### src/rtl/mem_access_ctrl_pkg.sv
// Shared encodings and types for the data-memory access sequencer.
// Optional feature macro (used by mem_access_ctrl): MEM_TIMEOUT_EN.
package mem_access_ctrl_pkg;

  localparam logic [2:0] FUNCT3_LB  = 3'd0;
  localparam logic [2:0] FUNCT3_LH  = 3'd1;
  localparam logic [2:0] FUNCT3_LW  = 3'd2;
  localparam logic [2:0] FUNCT3_LBU = 3'd4;
  localparam logic [2:0] FUNCT3_LHU = 3'd5;
  localparam logic [2:0] FUNCT3_SB  = 3'd0;
  localparam logic [2:0] FUNCT3_SH  = 3'd1;
  localparam logic [2:0] FUNCT3_SW  = 3'd2;

  typedef enum logic [1:0] {
    MEM_ST_IDLE = 2'd0,
    MEM_ST_BUSY = 2'd1,
    MEM_ST_RESP = 2'd2
  } mem_state_e;

  // Registered write-side payload presented to the memory port.
  typedef struct packed {
    logic        we;
    logic [3:0]  be;
    logic [31:0] wdata;
  } mem_lane_t;

  function automatic logic funct3_illegal(input logic store, input logic [2:0] f3);
    if (store) return f3 > FUNCT3_SW;
    return (f3 == 3'd3) || (f3 == 3'd6) || (f3 == 3'd7);
  endfunction

endpackage

### src/rtl/mem_access_ctrl_lane.sv
// mem_lane_align: byte-lane steering, store replication, load extension, alignment check.
module mem_lane_align
  import mem_access_ctrl_pkg::*;
(
  input  logic [2:0]  funct3,
  input  logic [1:0]  addr,
  input  logic [31:0] wdata,
  input  logic [31:0] mem_rdata,
  output logic [3:0]  be,
  output logic [31:0] wdata_rep,
  output logic [31:0] rdata_ext,
  output logic        misaligned
);

  logic [7:0]  byte_sel;
  logic [15:0] half_sel;

  always_comb begin
    be         = 4'b0000;
    wdata_rep  = 32'h0;
    misaligned = 1'b0;
    // funct3[1:0] is the access size for both loads and stores
    case (funct3[1:0])
      2'd0: begin
        be        = 4'b0001 << addr;
        wdata_rep = {4{wdata[7:0]}};
      end
      2'd1: begin
        be         = addr[1] ? 4'b1100 : 4'b0011;
        wdata_rep  = {2{wdata[15:0]}};
        misaligned = addr[0];
      end
      2'd2: begin
        be         = 4'b1111;
        wdata_rep  = wdata;
        misaligned = (addr != 2'd0);
      end
      default: ;
    endcase
  end

  always_comb begin
    case (addr)
      2'd0:    byte_sel = mem_rdata[7:0];
      2'd1:    byte_sel = mem_rdata[15:8];
      2'd2:    byte_sel = mem_rdata[23:16];
      default: byte_sel = mem_rdata[31:24];
    endcase
    half_sel = addr[1] ? mem_rdata[31:16] : mem_rdata[15:0];
    case (funct3)
      FUNCT3_LB:  rdata_ext = {{24{byte_sel[7]}}, byte_sel};
      FUNCT3_LH:  rdata_ext = {{16{half_sel[15]}}, half_sel};
      FUNCT3_LW:  rdata_ext = mem_rdata;
      FUNCT3_LBU: rdata_ext = {24'h0, byte_sel};
      FUNCT3_LHU: rdata_ext = {16'h0, half_sel};
      default:    rdata_ext = 32'h0;
    endcase
  end

endmodule

### src/rtl/mem_access_ctrl.sv
// Multi-cycle load/store sequencer between the execute stage and the data-memory port.
// Optional macro MEM_TIMEOUT_EN adds a bounded wait for mem_ack.
module mem_access_ctrl
  import mem_access_ctrl_pkg::*;
#(
  parameter int unsigned ADDR_W         = 32,
  parameter int unsigned TIMEOUT_CYCLES = 255
) (
  input  logic              clk,
  input  logic              rst,
  input  logic              start,
  input  logic              is_store,
  input  logic [2:0]        funct3,
  input  logic [ADDR_W-1:0] addr,
  input  logic [31:0]       wdata,
  output logic              ready,
  output logic              stall,
  output logic              done,
  output logic              err,
  output logic [31:0]       rdata_out,
  output logic              mem_req,
  output logic              mem_we,
  output logic [ADDR_W-1:0] mem_addr,
  output logic [3:0]        mem_be,
  output logic [31:0]       mem_wdata,
  input  logic              mem_ack,
  input  logic [31:0]       mem_rdata
);

  mem_state_e        state_q, state_d;
  logic              is_store_q, is_store_d;
  logic [2:0]        funct3_q, funct3_d;
  logic [1:0]        off_q, off_d;
  logic              err_q, err_d;
  mem_lane_t         lane_q, lane_d;
  logic [ADDR_W-1:0] addr_q, addr_d;
  logic [31:0]       rdata_q, rdata_d;
  logic              timeout_hit;

  logic [2:0]  sel_f3;
  logic [1:0]  sel_off;
  logic [3:0]  la_be;
  logic [31:0] la_wdata;
  logic [31:0] la_rdata;
  logic        la_misaligned;

  // Steer from live inputs while accepting, from latched request afterwards.
  assign sel_f3  = (state_q == MEM_ST_IDLE) ? funct3 : funct3_q;
  assign sel_off = (state_q == MEM_ST_IDLE) ? addr[1:0] : off_q;

  mem_lane_align u_lane (
    .funct3     (sel_f3),
    .addr       (sel_off),
    .wdata      (wdata),
    .mem_rdata  (mem_rdata),
    .be         (la_be),
    .wdata_rep  (la_wdata),
    .rdata_ext  (la_rdata),
    .misaligned (la_misaligned)
  );

`ifdef MEM_TIMEOUT_EN
  localparam int unsigned CNT_W = ($clog2(TIMEOUT_CYCLES + 1) > 8) ? $clog2(TIMEOUT_CYCLES + 1) : 8;
  logic [CNT_W-1:0] cnt_q, cnt_d;

  assign timeout_hit = (cnt_q == CNT_W'(TIMEOUT_CYCLES - 1));
`else
  logic unused_timeout_cfg;

  assign unused_timeout_cfg = ^TIMEOUT_CYCLES;
  assign timeout_hit        = 1'b0;
`endif

  always_comb begin
    state_d    = state_q;
    is_store_d = is_store_q;
    funct3_d   = funct3_q;
    off_d      = off_q;
    err_d      = err_q;
    lane_d     = lane_q;
    addr_d     = addr_q;
    rdata_d    = rdata_q;
`ifdef MEM_TIMEOUT_EN
    cnt_d      = cnt_q;
`endif
    case (state_q)
      MEM_ST_IDLE: begin
        if (start) begin
          is_store_d = is_store;
          funct3_d   = funct3;
          off_d      = addr[1:0];
          if (la_misaligned || funct3_illegal(is_store, funct3)) begin
            err_d   = 1'b1;
            state_d = MEM_ST_RESP;
          end else begin
            err_d        = 1'b0;
            lane_d.we    = is_store;
            lane_d.be    = la_be;
            lane_d.wdata = is_store ? la_wdata : 32'h0;
            addr_d       = {addr[ADDR_W-1:2], 2'b00};
            state_d      = MEM_ST_BUSY;
`ifdef MEM_TIMEOUT_EN
            cnt_d        = '0;
`endif
          end
        end
      end
      MEM_ST_BUSY: begin
        if (mem_ack) begin
          if (!is_store_q) rdata_d = la_rdata;
          lane_d  = '0;
          addr_d  = '0;
          state_d = MEM_ST_RESP;
        end else if (timeout_hit) begin
          rdata_d = 32'h0;
          err_d   = 1'b1;
          lane_d  = '0;
          addr_d  = '0;
          state_d = MEM_ST_RESP;
        end else begin
`ifdef MEM_TIMEOUT_EN
          cnt_d = cnt_q + CNT_W'(1);
`endif
        end
      end
      MEM_ST_RESP: state_d = MEM_ST_IDLE;
      default:     state_d = MEM_ST_IDLE;
    endcase
  end

  always_ff @(posedge clk) begin
    if (rst) begin
      state_q    <= MEM_ST_IDLE;
      is_store_q <= 1'b0;
      funct3_q   <= 3'd0;
      off_q      <= 2'd0;
      err_q      <= 1'b0;
      lane_q     <= '0;
      addr_q     <= '0;
      rdata_q    <= 32'h0;
`ifdef MEM_TIMEOUT_EN
      cnt_q      <= '0;
`endif
    end else begin
      state_q    <= state_d;
      is_store_q <= is_store_d;
      funct3_q   <= funct3_d;
      off_q      <= off_d;
      err_q      <= err_d;
      lane_q     <= lane_d;
      addr_q     <= addr_d;
      rdata_q    <= rdata_d;
`ifdef MEM_TIMEOUT_EN
      cnt_q      <= cnt_d;
`endif
    end
  end

  // Status decodes straight from flops; stall also reacts to start so the PC holds on accept.
  assign ready     = (state_q == MEM_ST_IDLE);
  assign done      = (state_q == MEM_ST_RESP);
  assign err       = done && err_q;
  assign stall     = ((state_q == MEM_ST_IDLE) && start) || (state_q == MEM_ST_BUSY);
  assign mem_req   = (state_q == MEM_ST_BUSY);
  assign mem_we    = lane_q.we;
  assign mem_be    = lane_q.be;
  assign mem_wdata = lane_q.wdata;
  assign mem_addr  = addr_q;
  assign rdata_out = rdata_q;

endmodule
### config.mk
export PLATFORM = sky130hd
export DESIGN_NAME = mem_access_ctrl
export DESIGN_NICKNAME = d
export VERILOG_FILES = /design/src/rtl/mem_access_ctrl_pkg.sv /design/src/rtl/mem_access_ctrl_lane.sv /design/src/rtl/mem_access_ctrl.sv
export SDC_FILE = /design/constraint.sdc
export NUM_CORES = 1
export LEC_CHECK = 0
export ABC_AREA = 1
export CAP_MARGIN = 40
export CORE_MARGIN = 5
export CORE_UTILIZATION = 45
export DETAILED_ROUTE_END_ITERATION = 10
export GPL_ROUTABILITY_DRIVEN = 0
export PLACE_DENSITY = 0.81
export SLEW_MARGIN = 20
export SYNTH_ARGS = -nofsm -noshare
export SYNTH_HDL_FRONTEND = slang
export SYNTH_SLANG_ARGS = --single-unit
### constraint.sdc
create_clock -name clk -period 3 [get_ports clk]
set_clock_uncertainty 0.05 [all_clocks]
set_input_delay 0.45 -clock clk [delete_from_list [all_inputs] [get_ports clk]]
set_output_delay 0.45 -clock clk [all_outputs]
set_load 0.01 [all_outputs]
==> metrics.md <==
| Metric | Value |
|---|---|
| Adder-Cell Fraction of Synth Area | 0.868% |
| Average size of a mapped cell | 6.27 sq um |
| Cell variety after synth | 30 |
| LEAKAGE | 3.45 nW |
| Arrival @ worst endpoint | ~2.8 ns |
| Max H-tree Level | 3 |
| Buffer depth of the longest clock path | 2 |
| Met3 Use GR | 5.44% |
| Required @ worst endpoint | 3.17 ns |
| Largest area contributor in the netlist | sky130_fd_sc_hd__dfxtp_1 |
| Basic-gate share of the synthesized area counting and, or, nand and nor cells | a little under two fifths |
| Synth top area cells | sky130_fd_sc_hd__dfxtp_1, sky130_fd_sc_hd__nand2_1, sky130_fd_sc_hd__nand3_1, sky130_fd_sc_hd__a21oi_1, sky130_fd_sc_hd__nor2_1 |
| Count of flip-flops with a built-in enable after synthesis | 0 |
| Net count, final | between 1000 and 1500 |
| Critical hold path startpoint | mem_addr[21] |
| Final-report setup violation count | 0 |
| Warnings from Yosys | 0 |
| Most common flop cell mapped by yosys | sky130_fd_sc_hd__dfxtp_1 |
| Synthesized flop and latch total | approximately 110 |
| Total overflow reported by the global router | 0 |
| Post-CTS clock slew at the launch and capture registers of the worst setup and hold paths | 0.07 ns |
| Most used routing layer | met2 |
| Setup Buffers After CTS | 0 |
| Max-cap violation count | 0 |
| Hold buffer count at CTS | 0 |
| Clock network latency to the later pin of the worst-skew pair | 0.35 ns |
| Initial core utilization | 45.9% |
| Number of design-rule violations left by the first detailed-router iteration | 602 |
| Cell Rows | 41 |
| DRC viols | 0 |
| Slew @ Worst Pin | 0.599 ns |
| Count of cells resized by post-cts repair | 0 |
| Launching element of the worst setup path | state_q[1] |
| Diodes inserted | 0 |
| Root buffer cell | sky130_fd_sc_hd__clkbuf_16 |
| Max Fanout on Critical Path | 8 |
| # IOs | 210 |
| Final total negative setup slack | 0 ns |
| Commonest non-fill, non-tap cells in the layout | sky130_fd_sc_hd__nand2_1, sky130_fd_sc_hd__clkdlybuf4s50_1, sky130_fd_sc_hd__nand3_1, sky130_fd_sc_hd__a21oi_1, sky130_fd_sc_hd__nor2_1 |
| Cts bufs inserted | 9 |
| Critical Path Source Type | register |
| Shortest clock period the worst path allows after layout | 2.63 ns |
| Largest net degree at the start of global routing | 55 |
| Antenna violations before repair | 0 |
| Pwr per Cell Area | 574 nW/um^2 |
| Via count of the first global-routing pass | 5956 |
| Portion of the post-synthesis area used by sequential elements | 37.5% |
| Total track usage | 24.8% |
| Post-route clock period utilization | 87.7% |
| Worst hold path class | reg2reg |
| Xor-xnor portion of the synthesized cell area | 0% |
| Die Area | 15200 sq um |
| Portion of synthesized cell area occupied by the leading cell type | 37.5% |
| Wirelength, routed | about 19 mm |
| DR vias/cell | 5.23 |
| Number of search-and-repair iterations in the first detailed-routing pass | 6 |
| Post-synthesis async set-or-reset flop share | 0% |
| Core area | 12600 sq um |
| Routing usage on met2 | 38.5% |
| Unrepaired setup endpoints after global routing | no |
| Worst r2r src | state_q[1] |
| Area of the mapped netlist | 5770 sq um |
| Post-detail-place hpwl | 13.9 mm |
| TritonCTS clock tree | done |
| Proportion of layout cells with a drive suffix above 1 | 5.18% |
| Count of final max-slew check failures | 0 |
| Sinks on Clock Net | about 110 |
| Met1 layer usage reported by global route | 33.5% |
| Die extent in y | between 100 and 150 microns |
| Status | complete, no violations |
| Max Freq | 380 MHz |
| Final count of hold timing violations | 0 |
| Endpoint kind of the worst setup timing path | register |
| Worst Setup Path Type | reg2reg |
| Most frequent standard cell in the layout excluding fill and tap cells | sky130_fd_sc_hd__nand2_1 |
| Normalized max-slew margin | 60.1% |
| Largest family of logic cells by synthesized area | simple AND/OR/NAND/NOR gates |
| Wire length of the first global-routing pass | 30.0 mm |
| Relative area change from synthesis to final layout | 43.8% |
| Peak supply drop | 0.287 mV |
| Synthesized netlist cell count | between 900 and 1000 |
| Antenna violation net count after detailed routing | 0 |
| Proportion of synthesized area in mux cells | 0% |
| Drt wl/cell | about 15 microns |
| Port Buffers | between 200 and 250 |
| Total Power | approximately 4.8 mW |
| Final Core Density | 66.0% |
| Die extent in x | ~120 microns |
| Via total after detailed routing | 6652 |
| Fraction of the mapped netlist area in compound gates | 13.2% |
==> report_power, final <==
| part | internal (mW) | leakage, nW | switching (mW) | total (mW) |
|---|---|---|---|---|
| Clock | 0.739 | 0.156 | 0.574 | 1.31 |
| Sequential | 1.55 | 0.877 | 0.0653 | 1.61 |
| Combinational | 0.745 | 2.42 | 1.09 | 1.83 |
| Total | 3.03 | 3.45 | 1.73 | 4.76 |
==> registers in the layout (all words and copies together) (netlist names) <==
register,count
err_q,1
funct3_q,3
is_store_q,1
mem_addr,30
mem_be,4
mem_wdata,32
mem_we,1
off_q,2
rdata_out,32
state_q,2
==> layout make-up <==
class                           count  area (sq um)
Sequential cell                   108          2160
Clock buffer                        9           225
Multi-Input combinational cell    675          3020
Timing Repair Buffer              229          2300
Clock inverter                      7          98.8
Fill cell                        1165          4280
Tap cell                          172           215
Inverter                           72           270
==> stage by stage <==
step	setup WS [ns]	cell area, sq um	hold slack (ns)	cells
2_1_floorplan	0.667	5770	0.394	921
3_3_place_gp	0.0647	7970	0.397	1256
3_5_place_dp	0.0312	7970	0.401	1256
4_1_cts	0.387	8290	0.412	1272
5_1_grt	0.111	8290	0.434	1272
6_report	0.368	8290	0.411	1272
==> worst paths after layout <==
kind,end,slack (ns),cells past startpoint
worst max-delay path,mem_wdata[5],0.37,12
worst min-delay path,mem_addr[21],0.41,2
worst max register to register,mem_wdata[5],0.37,12
worst min register to register,mem_addr[21],0.41,2
==> critical path, stage by stage, from the launching register on <==
cell                      delay, ns
sky130_fd_sc_hd__dfxtp_1       0.37
sky130_fd_sc_hd__inv_2         0.08
sky130_fd_sc_hd__nand2_2       0.09
sky130_fd_sc_hd__or2_2         0.28
sky130_fd_sc_hd__o21ai_0       0.18
sky130_fd_sc_hd__inv_1         0.12
sky130_fd_sc_hd__ha_1          0.31
sky130_fd_sc_hd__nor2_1        0.16
sky130_fd_sc_hd__inv_1         0.11
sky130_fd_sc_hd__nor2_1        0.42
sky130_fd_sc_hd__nor4_1        0.14
sky130_fd_sc_hd__nand3_1       0.12
sky130_fd_sc_hd__a21oi_1       0.07
==> synthesized netlist by cell type, types with 2 or more instances <==
cell type	number
sky130_fd_sc_hd__nor2_2	2
sky130_fd_sc_hd__o21ai_0	20
sky130_fd_sc_hd__inv_2	2
sky130_fd_sc_hd__o211ai_1	9
sky130_fd_sc_hd__clkbuf_1	34
sky130_fd_sc_hd__dfxtp_1	108
sky130_fd_sc_hd__buf_4	10
sky130_fd_sc_hd__buf_6	3
sky130_fd_sc_hd__nand3_1	131
sky130_fd_sc_hd__nor4_1	8
sky130_fd_sc_hd__or2_2	3
sky130_fd_sc_hd__nand2_1	259
sky130_fd_sc_hd__nand2_2	5
sky130_fd_sc_hd__a21oi_1	112
sky130_fd_sc_hd__ha_1	4
sky130_fd_sc_hd__buf_1	3
sky130_fd_sc_hd__inv_1	68
sky130_fd_sc_hd__nor2_1	111
sky130_fd_sc_hd__clkinv_1	2
sky130_fd_sc_hd__buf_2	16
==> cell families (layout without fill, tap and decap cells) <==
group | after synthesis | count (layout)
other | 1 | 2
and+or+nand+nor | 523 | 523
AOI/OAI and AO/OA | 146 | 146
buffers and inverters | 138 | 317
adders and majority gates | 4 | 4
DFF | 108 | 108
==> layer usage <==
layer / up-vias / wire, microns
met2: 327 / 8760
met1: 2972 / 8310
met5: - / 0
met3: 46 / 1800
li1: 3307 / -
met4: 0 / 530
Note: power is estimated with default switching activity, not from simulation.
